==> src/rtl/run_monitor_pkg.sv <==
// Shared types for the end-of-run monitor: controller states, the report record
// layout and the saturation constant used by every counter.
package run_monitor_pkg;

  typedef enum logic [1:0] {
    IDLE   = 2'd0,
    RUN    = 2'd1,
    REPORT = 2'd2,
    DONE   = 2'd3
  } state_e;

  // Record fields are sized for the widest supported build and sliced at the top.
  localparam int REC_ID_W  = 16;
  localparam int REC_CNT_W = 64;

  localparam logic [REC_CNT_W-1:0] COUNTER_MAX = {REC_CNT_W{1'b1}};

  typedef struct packed {
    logic [REC_ID_W-1:0]  core;
    logic                 done;
    logic [REC_CNT_W-1:0] cycles;
    logic [REC_CNT_W-1:0] instret;
  } report_rec_t;

endpackage

==> src/rtl/run_monitor_core_tracker.sv <==
// Per-core tracker: stop-address compare, sticky done flag, stop timestamp and a
// saturating retired-instruction counter. Everything freezes once done is set.
module run_monitor_core_tracker
  import run_monitor_pkg::*;
#(
  parameter int ADDRESS_BITS  = 12,
  parameter int COUNTER_WIDTH = 32
) (
  input  logic                     clock,
  input  logic                     reset,
  input  logic                     clear,
  input  logic                     enable,
  input  logic [ADDRESS_BITS-1:0]  pc,
  input  logic                     pc_valid,
  input  logic [ADDRESS_BITS-1:0]  stop_addr,
  input  logic [COUNTER_WIDTH-1:0] cycle_count,
  output logic                     match,
  output logic                     done,
  output logic [COUNTER_WIDTH-1:0] stamp,
  output logic [COUNTER_WIDTH-1:0] instret
);

  localparam logic [COUNTER_WIDTH-1:0] CNT_MAX = COUNTER_MAX[COUNTER_WIDTH-1:0];

  logic                     done_r;
  logic [COUNTER_WIDTH-1:0] stamp_r;
  logic [COUNTER_WIDTH-1:0] instret_r;
  logic                     track_s;
  logic                     match_s;

  // Bubbles never match, so a stale PC parked on stop_addr is harmless.
  always_comb begin
    track_s = enable & pc_valid & ~done_r;
    match_s = track_s & (pc == stop_addr);
  end

  // Tracking registers; the stop instruction itself is counted as retired.
  always_ff @(posedge clock) begin
    if (!reset) begin
      done_r    <= 1'b0;
      stamp_r   <= '0;
      instret_r <= '0;
    end else if (clear) begin
      done_r    <= 1'b0;
      stamp_r   <= '0;
      instret_r <= '0;
    end else if (track_s) begin
      if (instret_r != CNT_MAX) begin
        instret_r <= instret_r + COUNTER_WIDTH'(1);
      end
      if (match_s) begin
        stamp_r <= cycle_count;
        done_r  <= 1'b1;
      end
    end
  end

  assign match   = match_s;
  assign done    = done_r;
  assign stamp   = stamp_r;
  assign instret = instret_r;

endmodule

==> src/rtl/run_monitor.sv <==
// End-of-run monitor: counts run cycles, tracks each core's stop address,
// enforces an optional watchdog and streams one report record per core.
module run_monitor
  import run_monitor_pkg::*;
#(
  parameter int NUM_CORES     = 2,
  parameter int ADDRESS_BITS  = 12,
  parameter int COUNTER_WIDTH = 32,
  parameter int CORE_ID_BITS  = 4
) (
  input  logic                              clock,
  input  logic                              reset,
  input  logic                              start,
  input  logic [ADDRESS_BITS-1:0]           stop_addr,
  input  logic [COUNTER_WIDTH-1:0]          timeout_limit,
  input  logic [NUM_CORES*ADDRESS_BITS-1:0] pc_memory1,
  input  logic [NUM_CORES-1:0]              pc_valid,
  output logic [NUM_CORES-1:0]              core_done,
  output logic                              running,
  output logic                              all_done,
  output logic                              timed_out,
  output logic [COUNTER_WIDTH-1:0]          cycle_count,
  output logic                              report_valid,
  input  logic                              report_ready,
  output logic [CORE_ID_BITS-1:0]           report_core,
  output logic                              report_done,
  output logic [COUNTER_WIDTH-1:0]          report_cycles,
  output logic [COUNTER_WIDTH-1:0]          report_instret
);

  localparam logic [COUNTER_WIDTH-1:0] CNT_MAX  = COUNTER_MAX[COUNTER_WIDTH-1:0];
  localparam logic [CORE_ID_BITS-1:0]  LAST_IDX = CORE_ID_BITS'(NUM_CORES - 1);

  state_e                   state_r;
  state_e                   state_next_s;
  logic [COUNTER_WIDTH-1:0] cycle_count_r;
  logic [COUNTER_WIDTH-1:0] timeout_r;
  logic [ADDRESS_BITS-1:0]  stop_addr_r;
  logic                     all_done_r;
  logic                     timed_out_r;
  logic                     running_r;
  logic                     report_valid_r;
  logic [CORE_ID_BITS-1:0]  idx_r;

  logic                     run_s;
  logic                     arm_s;
  logic                     all_next_s;
  logic                     expire_s;
  logic                     accept_s;
  logic                     last_s;
  logic                     sel_s;
  logic                     unused_rec_s;
  logic [NUM_CORES-1:0]     match_s;
  logic [NUM_CORES-1:0]     done_s;
  logic [COUNTER_WIDTH-1:0] stamp_s   [NUM_CORES];
  logic [COUNTER_WIDTH-1:0] instret_s [NUM_CORES];
  report_rec_t              rec_s;

  for (genvar g = 0; g < NUM_CORES; g++) begin : g_core
    run_monitor_core_tracker #(
      .ADDRESS_BITS (ADDRESS_BITS),
      .COUNTER_WIDTH(COUNTER_WIDTH)
    ) u_tracker (
      .clock      (clock),
      .reset      (reset),
      .clear      (arm_s),
      .enable     (run_s),
      .pc         (pc_memory1[g*ADDRESS_BITS +: ADDRESS_BITS]),
      .pc_valid   (pc_valid[g]),
      .stop_addr  (stop_addr_r),
      .cycle_count(cycle_count_r),
      .match      (match_s[g]),
      .done       (done_s[g]),
      .stamp      (stamp_s[g]),
      .instret    (instret_s[g])
    );
  end

  // Next-state logic; completion takes priority over a simultaneous watchdog expiry.
  always_comb begin
    state_next_s = state_r;
    run_s        = (state_r == RUN);
    arm_s        = 1'b0;
    accept_s     = report_valid_r & report_ready;
    last_s       = (idx_r == LAST_IDX);
    all_next_s   = &(done_s | match_s);
    expire_s     = (timeout_r != '0) && (cycle_count_r == timeout_r - COUNTER_WIDTH'(1));
    case (state_r)
      IDLE, DONE: begin
        if (start) begin
          arm_s        = 1'b1;
          state_next_s = RUN;
        end else begin
          state_next_s = state_r;
        end
      end
      RUN: begin
        if (all_next_s || expire_s) begin
          state_next_s = REPORT;
        end else begin
          state_next_s = RUN;
        end
      end
      REPORT: begin
        if (accept_s && last_s) begin
          state_next_s = DONE;
        end else begin
          state_next_s = REPORT;
        end
      end
      default: state_next_s = IDLE;
    endcase
  end

  // Control registers, run counter and report index.
  always_ff @(posedge clock) begin
    if (!reset) begin
      state_r        <= IDLE;
      cycle_count_r  <= '0;
      timeout_r      <= '0;
      stop_addr_r    <= '0;
      all_done_r     <= 1'b0;
      timed_out_r    <= 1'b0;
      running_r      <= 1'b0;
      report_valid_r <= 1'b0;
      idx_r          <= '0;
    end else begin
      state_r        <= state_next_s;
      running_r      <= (state_next_s == RUN);
      report_valid_r <= (state_next_s == REPORT);
      if (arm_s) begin
        cycle_count_r <= '0;
        timeout_r     <= timeout_limit;
        stop_addr_r   <= stop_addr;
        all_done_r    <= 1'b0;
        timed_out_r   <= 1'b0;
        idx_r         <= '0;
      end else if (run_s) begin
        if (cycle_count_r != CNT_MAX) begin
          cycle_count_r <= cycle_count_r + COUNTER_WIDTH'(1);
        end
        if (all_next_s) begin
          all_done_r <= 1'b1;
        end else if (expire_s) begin
          timed_out_r <= 1'b1;
        end
      end else if (accept_s) begin
        idx_r <= last_s ? '0 : idx_r + CORE_ID_BITS'(1);
      end
    end
  end

  // Record mux: OR of one-hot selected cores, all-zero whenever no record is offered.
  always_comb begin
    rec_s      = '0;
    sel_s      = 1'b0;
    rec_s.core = report_valid_r ? REC_ID_W'(idx_r) : '0;
    for (int i = 0; i < NUM_CORES; i++) begin
      sel_s         = report_valid_r && (idx_r == CORE_ID_BITS'(i));
      rec_s.done    = rec_s.done | (sel_s & done_s[i]);
      rec_s.cycles  = rec_s.cycles | ({REC_CNT_W{sel_s}} &
                      (done_s[i] ? REC_CNT_W'(stamp_s[i]) : COUNTER_MAX));
      rec_s.instret = rec_s.instret | ({REC_CNT_W{sel_s}} & REC_CNT_W'(instret_s[i]));
    end
  end

  assign unused_rec_s   = ^rec_s;
  assign core_done      = done_s;
  assign running        = running_r;
  assign all_done       = all_done_r;
  assign timed_out      = timed_out_r;
  assign cycle_count    = cycle_count_r;
  assign report_valid   = report_valid_r;
  assign report_core    = rec_s.core[CORE_ID_BITS-1:0];
  assign report_done    = rec_s.done;
  assign report_cycles  = rec_s.cycles[COUNTER_WIDTH-1:0];
  assign report_instret = rec_s.instret[COUNTER_WIDTH-1:0];

endmodule

==> config.mk <==
export PLATFORM = sky130hd
export DESIGN_NAME = run_monitor
export DESIGN_NICKNAME = d
export VERILOG_FILES = /design/src/rtl/run_monitor_pkg.sv /design/src/rtl/run_monitor_core_tracker.sv /design/src/rtl/run_monitor.sv
export SDC_FILE = /design/constraint.sdc
export NUM_CORES = 1
export LEC_CHECK = 0
export BUFFER_PORTS_ARGS = -buffer_cell sky130_fd_sc_hd__buf_2
export CAP_MARGIN = 20
export CORE_ASPECT_RATIO = 0.9
export CORE_MARGIN = 1
export CORE_UTILIZATION = 48
export CTS_CLUSTER_SIZE = 30
export DETAILED_ROUTE_END_ITERATION = 6
export PLACE_DENSITY = 0.69
export SKIP_CTS_REPAIR_TIMING = 1
export SYNTH_ARGS = -nofsm -noshare
export SYNTH_HDL_FRONTEND = slang
export SYNTH_SLANG_ARGS = --single-unit
==> constraint.sdc <==
create_clock -name clock -period 3.25 [get_ports clock]
set_input_delay 0.325 -clock clock [delete_from_list [all_inputs] [get_ports clock]]
set_output_delay 0.325 -clock clock [all_outputs]
set_load 0.02 [all_outputs]
== Word level (Yosys, flattened, before mapping) ==
Index checks and enable logic that the tools add are counted.

* Add/sub/neg operators: 5
* Equal/unequal tests: 12
* Multiplexer cells: 10
* Bitwise logic cells: 22
* Reduce and logical (&&, ||, !) cells: 19

{| class="wikitable"
|+ Operators with widths
! operator !! number
|-
| AND 32 bit || 4
|-
| adder 32 x 1 -> 32 bit, second input constant || 3
|-
| inequality test 32 bit, second input constant || 3
|-
| two-way mux 32 bit || 2
|-
| OR 32 bit || 2
|-
| equality test 32 bit || 1
|-
| nonzero test 32 bit || 1
|-
| subtractor 32 x 1 -> 32 bit, second input constant || 1
|-
| equality test 12 bit || 2
|-
| AND reduction 2 bit || 7
|-
| AND 1 bit || 9
|-
| two-way mux 4 bit || 2
|-
| equality test 2 bit, second input constant || 3
|-
| one-hot mux 2 bit (3 select lines) || 1
|-
| AND reduction 3 bit || 2
|-
| inverter 1 bit || 5
|-
| adder 4 x 1 -> 4 bit, second input constant || 1
|-
| equality test 2 x 1 -> 1 bit, second input constant || 2
|-
| equality test 4 x 1 -> 1 bit, second input constant || 1
|-
| logical AND 1 bit || 4
|-
| logical NOT 4 bit || 1
|-
| two-way mux 2 bit || 2
|-
| OR reduction 2 bit || 2
|-
| two-way mux 1 bit || 3
|-
| 4 further kinds || 4
|}

* Register bits: 216
* Input port bits: 74
* Output and inout port bits: 107
* Word-level logic and storage cells: 83

== Depth between registers and ports, before layout ==
Gate-level depths: netlist (run 1).

* Depth in word-level cells: 10
* Gate-level depth with buffers: 11
* Depth with buffers taken out: 9

== Modules after synthesis ==
From an unflattened synthesis (run 1), not the netlist that was laid out.

* Cell total of the unflattened synthesis: 1,434
* Area, all modules: 11,803.8 µm²

{| class="wikitable"
|+ By module, submodules not included
! module !! instances !! cells each !! area an instance (µm²) !! seq. area each (µm²)
|-
| run_monitor || 1 || 788 || 5,923.2 || 1,721.7
|-
| run_monitor_core_tracker at g_core[0].u_tracker || 1 || 323 || 2,951.6 || 1,301.2
|-
| run_monitor_core_tracker at g_core[1].u_tracker || 1 || 323 || 2,929.1 || 1,301.2
|}

== Worst setup path before layout (run 1) ==
Ideal clock, no wire load.

* Path type: register -> register
* Start point: reg timeout_r[0]
* End point: reg running_r, in the netlist running
* Library setup time: 116 ps
* Arrival time: 2,738 ps
* Data required time: 3,134 ps
* Slack: 396 ps
* Stages on the path, launching flop included: 10
* Buffers on the path: 0
* Period minus slack after synthesis: 2,854 ps
* Path through: dfxtp_1 > inv_1 > ha_1 > nor3b_2 > nand4_2 > or4_1 > o21ai_1 > o2111ai_1 > or4_4 > a31o_1

* Longest elaborated chain between the ends: 7
* Elaborated cells on any way between the ends: 8
* Classes of those cells: add/sub (1); eq/ne (2); mux (2); reduce/logical (3)

{| class="wikitable"
|+ Ends and longest elaborated chain
! item !! line !! RTL
|-
| from (decl) || run_monitor.sv:37 || <nowiki>logic [COUNTER_WIDTH-1:0] timeout_r;</nowiki>
|-
| from (signal assigned) || run_monitor.sv:133 || <nowiki>timeout_r <= timeout_limit;</nowiki>
|-
| subtractor 32 x 1 -> 32 bit || run_monitor.sv:87 || <nowiki>expire_s = (timeout_r != '0) && (cycle_count_r == timeout_r - COUNTER_WIDTH'(1));</nowiki>
|-
| equality test 32 bit || run_monitor.sv:87 ||
|-
| logical AND 1 bit (*) || run_monitor.sv:87 ||
|-
| logical OR 1 bit (*) || run_monitor.sv:98 || <nowiki>if (all_next_s || expire_s) begin</nowiki>
|-
| two-way mux 2 bit (*) || run_monitor.sv:98 ||
|-
| one-hot mux 2 bit (3 select lines) (*) || run_monitor.sv:88 || <nowiki>case (state_r)</nowiki>
|-
| equality test 2 x 1 -> 1 bit (*) || run_monitor.sv:129 || <nowiki>running_r <= (state_next_s == RUN);</nowiki>
|-
| to (signal assigned) || run_monitor.sv:129 ||
|-
| to (decl) || run_monitor.sv:41 || <nowiki>logic running_r;</nowiki>
|}

Mark *: on every way between the ends. The rest lies on a longest branch, timed or not.
A chain may end at the register's enable or synchronous reset.

== Worst setup path in the final report (run 1) ==
Same ends and word-level chain as after synthesis.

==> results of run 1 <==
## kinds of logic (layout without fill, tap and decap cells)
family / count (synthesis) / count (layout)
buffers and inverters: 126 / 283
xor gates and xnor gates: 140 / 140
muxes: 71 / 71
AOI/OAI and AO/OA: 209 / 209
DFF: 216 / 216
and+or+nand+nor: 610 / 610
adders and majority gates: 7 / 7
## report_power, final
part / leakage (nW) / switching [mW] / internal (mW) / total, mW
Sequential: 1.75 / 0.208 / 2.80 / 3.01
Combinational: 3.04 / 1.50 / 0.896 / 2.39
Clock: 0.373 / 1.06 / 1.61 / 2.68
Total: 5.16 / 2.77 / 5.31 / 8.08
## registers in the layout, indices dropped and copies added (netlist names)
register / count
state_r: 2
g_core.u_tracker.instret: 64
g_core.u_tracker.done: 2
running: 1
cycle_count: 32
idx_r: 4
stop_addr_r: 12
g_core.u_tracker.stamp: 64
timeout_r: 32
timed_out: 1
all_done: 1
report_valid: 1
## area by class of cell
cell class	count	area [um2]	share of cell area
timing repair buffer	217	1216	0.09106
tap	302	377.9	0.02829
clock buffer	34	646.9	0.04844
clock inverter	7	113.9	0.008525
multi-input combinational	1037	6583	0.4929
inverter	25	93.84	0.007026
sequential	216	4324	0.3238
## cells in the final DEF (no fill, tap or decap), drive strengths merged, types with 29 or more instances in the layout
cell type  instances
dfxtp            216
nor2             177
xor2              45
nand2            138
nor2b             69
nand3             44
o21ai             41
buf              217
a21oi             29
a21boi            45
nand4             29
o22ai             34
clkbuf            34
xnor2             95
mux2i             71
## layer usage
layer	part of all wire	track usage	vias up
met2	0.43	0.3715	348
met4	0.017	0.05138	0
li1	-	-	5048
met1	0.49	0.3773	4772
met3	0.069	0.03904	40
met5	0	0	-
## worst max-delay path, cell delays in order, from the launching register on
cell and delay (ps):
dfxtp_1 310, buf_4 150, nor4_2 760, nand4_1 350, nor3_1 220, o32a_1 190
nand4_1 150, or4_4 610, a31o_1 220
## worst max path at each step
stage                                          from                 end  cells after the start
after floorplan           timeout_r[0]$_SDFFE_PN0P_  running$_SDFF_PN0_                      9
after global placement    timeout_r[1]$_SDFFE_PN0P_  running$_SDFF_PN0_                      9
after detailed placement  timeout_r[1]$_SDFFE_PN0P_  running$_SDFF_PN0_                      9
after CTS                 timeout_r[1]$_SDFFE_PN0P_  running$_SDFF_PN0_                      9
after global routing      timeout_r[1]$_SDFFE_PN0P_  running$_SDFF_PN0_                      9
final                     timeout_r[0]$_SDFFE_PN0P_  running$_SDFF_PN0_                      8
## per-stage QoR
stage	total power [mW]	hold WS [ps]	instance area, um2
global route	8.490	55.97	13360
floorplan	4.755	458.1	11400
finish	8.080	53.85	13360
CTS	8.077	41.80	13330
detailed placement	5.399	453.6	12570
global placement	5.379	448.2	12570
==> results.yml, run 1 <==
outcome:
  status: "complete, but fails checks"
  violations: "design-rule violations"
sta:
  fmax_ghz: 0.3258
  tns_ps: 0
  worst_slack_ps: 180.9
  skew_ps: 11.18
  slew_violations: 0
  max-slew-margin-rel: 0.4038
  post-route-period-util: 0.9443
  hold_viol: 0
  tightestPinTransition_ps: 894.3
  rsz0062_at_grt: "no"
  setup_viol: 0
  min_period_ps: 3069
floorplanning:
  dieArea_um2: 24380
  die_x_um: 164.5
  core_area_um2: 23340
  pin_count: 181
  die_h_um: 148.2
  start_util: 0.4885
  core.rowCount: 53
clocking:
  cts_tree: "built"
  clk_pin_slew_worst_paths_ps: 60
  root_buffer: "clkbuf_16"
  htree_num_levels: 1
  clk_latency_ps: 520
  cts-buffers-inserted: 23
  clock_path_buffers: 3
  cts_sinks: 216
finish:
  drive_above_1_share: 0.1790
  layout.nets: 1601
  diodes: 0
  final_util: 0.5721
  fillers: 2159
  area_growth_pct: 17.12
  fin_cells: 1838
worst_setup_path:
  crit_path_start_kind: "flop"
  criticalPathCategory: "flop to flop"
  r2r_slack_ps: 180
  cp-end-kind: "flop"
  worstPathRequired_ps: 3660
  r2r_cells: 8
  cp.arrival_ps: 3480
  crit_fanout: 8
  r2r-end: "running$_SDFF_PN0_"
  reg2reg_from: "timeout_r[0]$_SDFFE_PN0P_"
yosys:
  ys_top_cells_by_area: "dfxtp_1, xnor2_1, mux2i_1, nor2_1, nand2_1"
  synth_compound_area_frac: 0.1245
  synth-simple-area-share: 0.2724
  synth_area_leader_cell: "dfxtp_1"
  syn_area_um2: 11400
  synth_mux_area_frac: 0.06232
  synth_nets: 1460
  synth_common_cells: "dfxtp_1, nor2_1, nand2_1"
  yosysSeqAreaShare: 0.3792
  synthDistinctLibCells: 74
  synth_edf_count: 0
  synth_fa_ha_area_frac: 0.007680
  avgSynthCellArea_um2: 8.269
  synth_xor_area_frac: 0.1075
  synth-seq-cells: 216
  yosys_warnings: 0
  postSynth.asyncResetShare: 0
  syn_inst: 1379
  synth_top_family_by_area: "simple AND/OR/NAND/NOR gates"
  yosysMostFrequentCell: "dfxtp_1"
  ys.flop_type: "dfxtp_1"
  synth_top_area_frac: 0.3792
grt:
  grt_use_total: 0.2497
  grt_max_degree: 83
  grt_antenna_before_repair: 0
  grt_pass1_vias: 9150
  gr-total-overflow: 0
  grt_pass1_wl_um: 48910
routing:
  drt_iter0_markers: 717
  drc: 1
  routed_wl_um: 31180
  dr_total_vias: 10210
  ant_nets: 0
  first_pass_iters: 7
  avgRoutedWirePerCell_um: 16.96
  viasPerCell: 5.554
pwr:
  ir_drop_uv: 425.9
  leakage_nw: 5.163
  power_density_nw_per_um2: 605.0
placement:
  portBuffers: 180
  pre_cts_slack_ps: 54.38
  hpwl_um: 22070
  place_inst: 1795
  gp_congestion: 0.9555
hold_path:
  hold_path_end: "timeout_r[6]$_SDFFE_PN0P_"
  hold_depth: 3
  min_path_type: "input pin to flop"
  min_from: "timeout_limit[6]"
job:
  drv_cap: 0
Power figures use the tool's default switching activity.
==> run 2, diff against run 1 <==
--- a/config.mk
+++ b/config.mk
@@ -5,6 +5,7 @@
 export SDC_FILE = /design/constraint.sdc
 export NUM_CORES = 1
 export LEC_CHECK = 0
+export ABC_AREA = 1
 export BUFFER_PORTS_ARGS = -buffer_cell sky130_fd_sc_hd__buf_2
 export CAP_MARGIN = 20
 export CORE_ASPECT_RATIO = 0.9
@@ -13,6 +14,7 @@
 export CTS_CLUSTER_SIZE = 30
 export DETAILED_ROUTE_END_ITERATION = 6
 export PLACE_DENSITY = 0.69
+export REMOVE_ABC_BUFFERS = 1
 export SKIP_CTS_REPAIR_TIMING = 1
 export SYNTH_ARGS = -nofsm -noshare
 export SYNTH_HDL_FRONTEND = slang
==> results.yml, run 2 <==
grt:
  grt_max_degree: 104
  grt_pass1_wl_um: 52490
  grt_use_total: 0.2658
  grt_pass1_vias: 10310
  gr-total-overflow: 0
  grt_antenna_before_repair: 0
clocking:
  cts_sinks: 216
  clk_pin_slew_worst_paths_ps: 60
  clock_path_buffers: 3
  cts-buffers-inserted: 23
  cts_tree: "built"
  clk_latency_ps: 520
  root_buffer: "clkbuf_16"
  htree_num_levels: 1
pwr:
  seq_power_share: 0.461
  p_switching_mw: 1.602
  internal_power_mw: 4.416
  leakage_nw: 5.407
  ir_drop_uv: 324.9
  combinationalPowerShare: 0.117
  p_clk_frac: 0.422
  power_density_nw_per_um2: 450.2
  finalPower_mw: 6.017
  switching_share: 0.2662
yosys:
  postSynth.asyncResetShare: 0
  synthDistinctLibCells: 45
  yosysSeqAreaShare: 0.3774
  yosysMostFrequentCell: "nand2_1"
  syn_inst: 1685
  ys.flop_type: "dfxtp_1"
  yosys_warnings: 0
  syn_area_um2: 11460
  synth_edf_count: 0
  synth-seq-cells: 216
  synth_top_area_frac: 0.3774
  avgSynthCellArea_um2: 6.800
  synth_common_cells: "nand2_1, nor2_1, dfxtp_1"
  ys_top_cells_by_area: "dfxtp_1, nand2_1, nor2_1, o21ai_0, inv_1"
  synth_area_leader_cell: "dfxtp_1"
finish:
  fin_cells: 2157
  layout.nets: 1923
  layout_commonest_cell: "nand2_1"
  diodes: 0
  final_cell_mix: "nand2_1, nor2_1, dfxtp_1, inv_1, buf_2"
  area_growth_pct: 16.67
  drive_above_1_share: 0.1623
placement:
  portBuffers: 180
  gp_congestion: 0.9483
  place_inst: 2119
  hpwl_um: 24100
worst_setup_path:
  criticalPathCategory: "flop to output port"
  crit_path_start_kind: "flop"
  crit_fanout: 31
  cp-end-kind: "output port"
  worstPathRequired_ps: 2920
  cp.arrival_ps: 2440
routing:
  drc: 0
  drt_iter0_markers: 802
  routed-wl-met2_um: 13370
  routed_wl_um: 32440
  ant_nets: 0
  first_pass_iters: 5
  viasPerCell: 5.309
  dr_total_vias: 11450
  top_layer: "met4"
  avgRoutedWirePerCell_um: 15.04
  wl_met3_um: 2115
  met1_length_um: 16130
floorplanning:
  pin_count: 181
  die_h_um: 148.6
  core_area_um2: 23410
  dieArea_um2: 24490
  start_util: 0.4894
  die_x_um: 164.9
  core.rowCount: 53
sta:
  tns_ps: 0
  tightestPinTransition_ps: 801.5
  post-route-period-util: 0.8496
  min_period_ps: 2761
  setup_viol: 0
  skew_ps: 11.27
  slew_violations: 0
  fmax_ghz: 0.3621
  max-slew-margin-rel: 0.4651
  hold_viol: 0
  rsz0062_at_grt: "no"
  timing.hold.ws_ps: 53.83
hold_path:
  min_path_type: "input pin to flop"
outcome:
  status: "finished, final reports clean"
job:
  drv_cap: 0
## run 2: critical path: stages (launching register included)
cell,delay [ps]
dfxtp_1,440
nand4_1,120
buf_4,250
inv_1,260
buf_4,370
o21ai_0,140
nand2_1,140
buf_2,190
## run 2: layer usage
layer	GRT usage	vias to the layer above
met5	0	-
met4	0.07431	0
met3	0.03681	45
met2	0.3992	363
met1	0.3935	5143
li1	-	5901
## run 2: cell families after synthesis
kind of cell / share of synthesized area
buffers and inverters: 0.08911
XOR/XNOR: 0.04510
flip-flops: 0.3774
adder cells (fa/ha/maj): 0.007644
AND/OR/NAND/NOR: 0.2872
AO/OA/AOI/OAI: 0.1935
## run 2: final cells by class
type | instances | area, um2
well taps | 302 | 377.9
inverters | 200 | 752.0
clock inverters | 5 | 43.79
fillers | 2322 | 10040
clock buffers | 33 | 683.2
repair buffers | 198 | 1061
flip-flops and latches | 216 | 4324
multi-input cells | 1203 | 6125
## run 2: metrics by stage
step,instance area [um2],utilization,setup WS (ps)
finish,13370,0.5710,488.7
global route,13370,0.5710,274.0
CTS,13370,0.5710,429.0
detailed placement,12640,0.5400,611.2
global placement,12640,0.5400,743.6
floorplan,11190,-,-2778
## run 2: final timing paths
kind	from	end	slack, ps	cells past startpoint
setup / recovery	report_valid$_SDFF_PN0_	report_cycles[29]	490	7
hold / removal	timeout_limit[29]	timeout_r[29]$_SDFFE_PN0P_	50	3
setup reg to reg	g_core[1].u_tracker.instret[0]$_SDFFE_PP0P_	g_core[1].u_tracker.instret[11]$_SDFFE_PP0P_	510	11
hold reg to reg	timed_out$_SDFFE_PP0P_	timed_out$_SDFFE_PP0P_	450	2
## run 2: power groups by stage
stage	registers [mW]	logic (mW)	clock network, mW
finish	2.77	0.705	2.54
global route	2.78	0.801	2.70
CTS	2.77	0.703	2.59
detailed placement	2.83	0.700	0
global placement	2.83	0.693	0
floorplan	2.82	0.497	0
==> run 3, diff against run 2 <==
==> constraint.sdc (replaced) <==
create_clock -name clock -period 2.8 [get_ports clock]
set_input_delay 0.28 -clock clock [delete_from_list [all_inputs] [get_ports clock]]
set_output_delay 0.28 -clock clock [all_outputs]
set_load 0.02 [all_outputs]
==> results.yml, run 3 (synthesis results as in run 2) <==
floorplanning:
  die_h_um: 148.6
  dieArea_um2: 24490
  die_x_um: 164.9
  start_util: 0.4894
  core_area_um2: 23410
  core.rowCount: 53
  pin_count: 181
clocking:
  clk_latency_ps: 520
  clk_pin_slew_worst_paths_ps: 60
  cts_sinks: 216
  cts-buffers-inserted: 24
  htree_num_levels: 1
  cts_tree: "built"
  clock_path_buffers: 3
  root_buffer: "clkbuf_16"
grt:
  gr-total-overflow: 0
  grt_pass1_wl_um: 52610
  grt_pass1_vias: 10460
  grt_antenna_before_repair: 1
  grt_max_degree: 80
  grt_use_total: 0.2669
routing:
  drt_iter0_markers: 757
  avgRoutedWirePerCell_um: 14.95
  ant_nets: 0
  first_pass_iters: 7
  met1_length_um: 15660
  drc: 0
  dr_total_vias: 11530
  routed-wl-met2_um: 13680
  top_layer: "met4"
  routed_wl_um: 32460
  wl_met3_um: 2201
  viasPerCell: 5.306
sta:
  slew_violations: 0
  timing.hold.ws_ps: 8.201
  fmax_ghz: 0.4029
  post-route-period-util: 0.8865
  min_period_ps: 2482
  max-slew-margin-rel: 0.6353
  tightestPinTransition_ps: 547.1
  setup_viol: 0
  hold_viol: 0
  skew_ps: 7.684
  rsz0062_at_grt: "no"
pwr:
  leakage_nw: 5.487
  power_density_nw_per_um2: 526.3
  ir_drop_uv: 459.6
finish:
  final_util: 0.5769
  layout.nets: 1932
  layout_commonest_cell: "nand2_1"
  drive_above_1_share: 0.1691
  final_cell_mix: "nand2_1, nor2_1, dfxtp_1, inv_1, buf_2"
  fin_cells: 2172
  fillers: 2343
  final_area_um2: 13500
  area_growth_pct: 17.87
worst_setup_path:
  slowest_delay_ps: 340
  cp.arrival_ps: 2900
  crit_path_start_kind: "flop"
  criticalPathCategory: "flop to flop"
  worstPathRequired_ps: 3220
  slowest_stage: "a21boi_2"
  timing.critical_path.cells: "inv_1 -> ha_1 -> nand2_1 -> nor2_2 -> a21boi_2 -> nand3_1 -> nor2_1 -> nand2_1 -> nor2_1 -> nand2_1 -> nor2_1 -> a21oi_1 -> o21a_1"
  cp-end-kind: "flop"
  crit_fanout: 6
placement:
  place_area_um2: 12720
  place_inst: 2127
  portBuffers: 180
  hpwl_um: 24220
  gp_congestion: 0.9600
hold_path:
  min_path_type: "input pin to flop"
outcome:
  status: "finished, final reports clean"
job:
  drv_cap: 0
run 3: worst paths after layout:
path / startpoint / to / slack, ps / cells after the start
max: state_r[1]$_SDFF_PN0_ / g_core[0].u_tracker.instret[27]$_SDFFE_PP0P_ / 320 / 13
min: timeout_limit[9] / timeout_r[9]$_SDFFE_PN0P_ / 8 / 3
max reg2reg: state_r[1]$_SDFF_PN0_ / g_core[0].u_tracker.instret[27]$_SDFFE_PP0P_ / 320 / 13
min reg2reg: timed_out$_SDFFE_PP0P_ / timed_out$_SDFFE_PP0P_ / 460 / 2
run 3: worst max-delay path: cells and delay by family (launching register included):
family          cells  cell delay (ps)
fa+ha+maj           1              170
buf+inv             1               60
flops               1              320
simple gates        8             1300
compound gates      3              530
run 3: cell type report:
class / instances / area (um2) / share of cell area
Clock inverter: 14 / 113.9 / 0.008431
Sequential cell: 216 / 4324 / 0.3202
Antenna cell: 1 / 2.502 / 0.0001853
Timing Repair Buffer: 206 / 1146 / 0.08487
Tap cell: 302 / 377.9 / 0.02798
Inverter: 200 / 752.0 / 0.05568
Multi-Input combinational cell: 1203 / 6125 / 0.4535
Clock buffer: 30 / 663.1 / 0.04911
run 3: where the power goes:
part	leakage, nW	switching, mW	internal (mW)
Sequential	1.75	0.0760	3.14
Combinational	3.34	0.525	0.293
Clock	0.396	1.29	1.78
Total	5.49	1.89	5.22
run 3: per-stage QoR:
step | power (mW) | TNS, ps | worst slack (ps)
after floorplan | 3.847 | -417250 | -3228
after global placement | 4.088 | 0 | 476.4
after detailed placement | 4.098 | 0 | 368.5
final | 7.108 | 0 | 317.8
after CTS | 7.167 | 0 | 356.5
after global routing | 7.410 | 0 | 69.75
run 3: metal layers:
layer | up-vias | GRT usage
li1 | 5937 | -
met1 | 5162 | 0.3861
met2 | 373 | 0.4050
met3 | 53 | 0.04071
met4 | 0 | 0.08257
met5 | - | 0
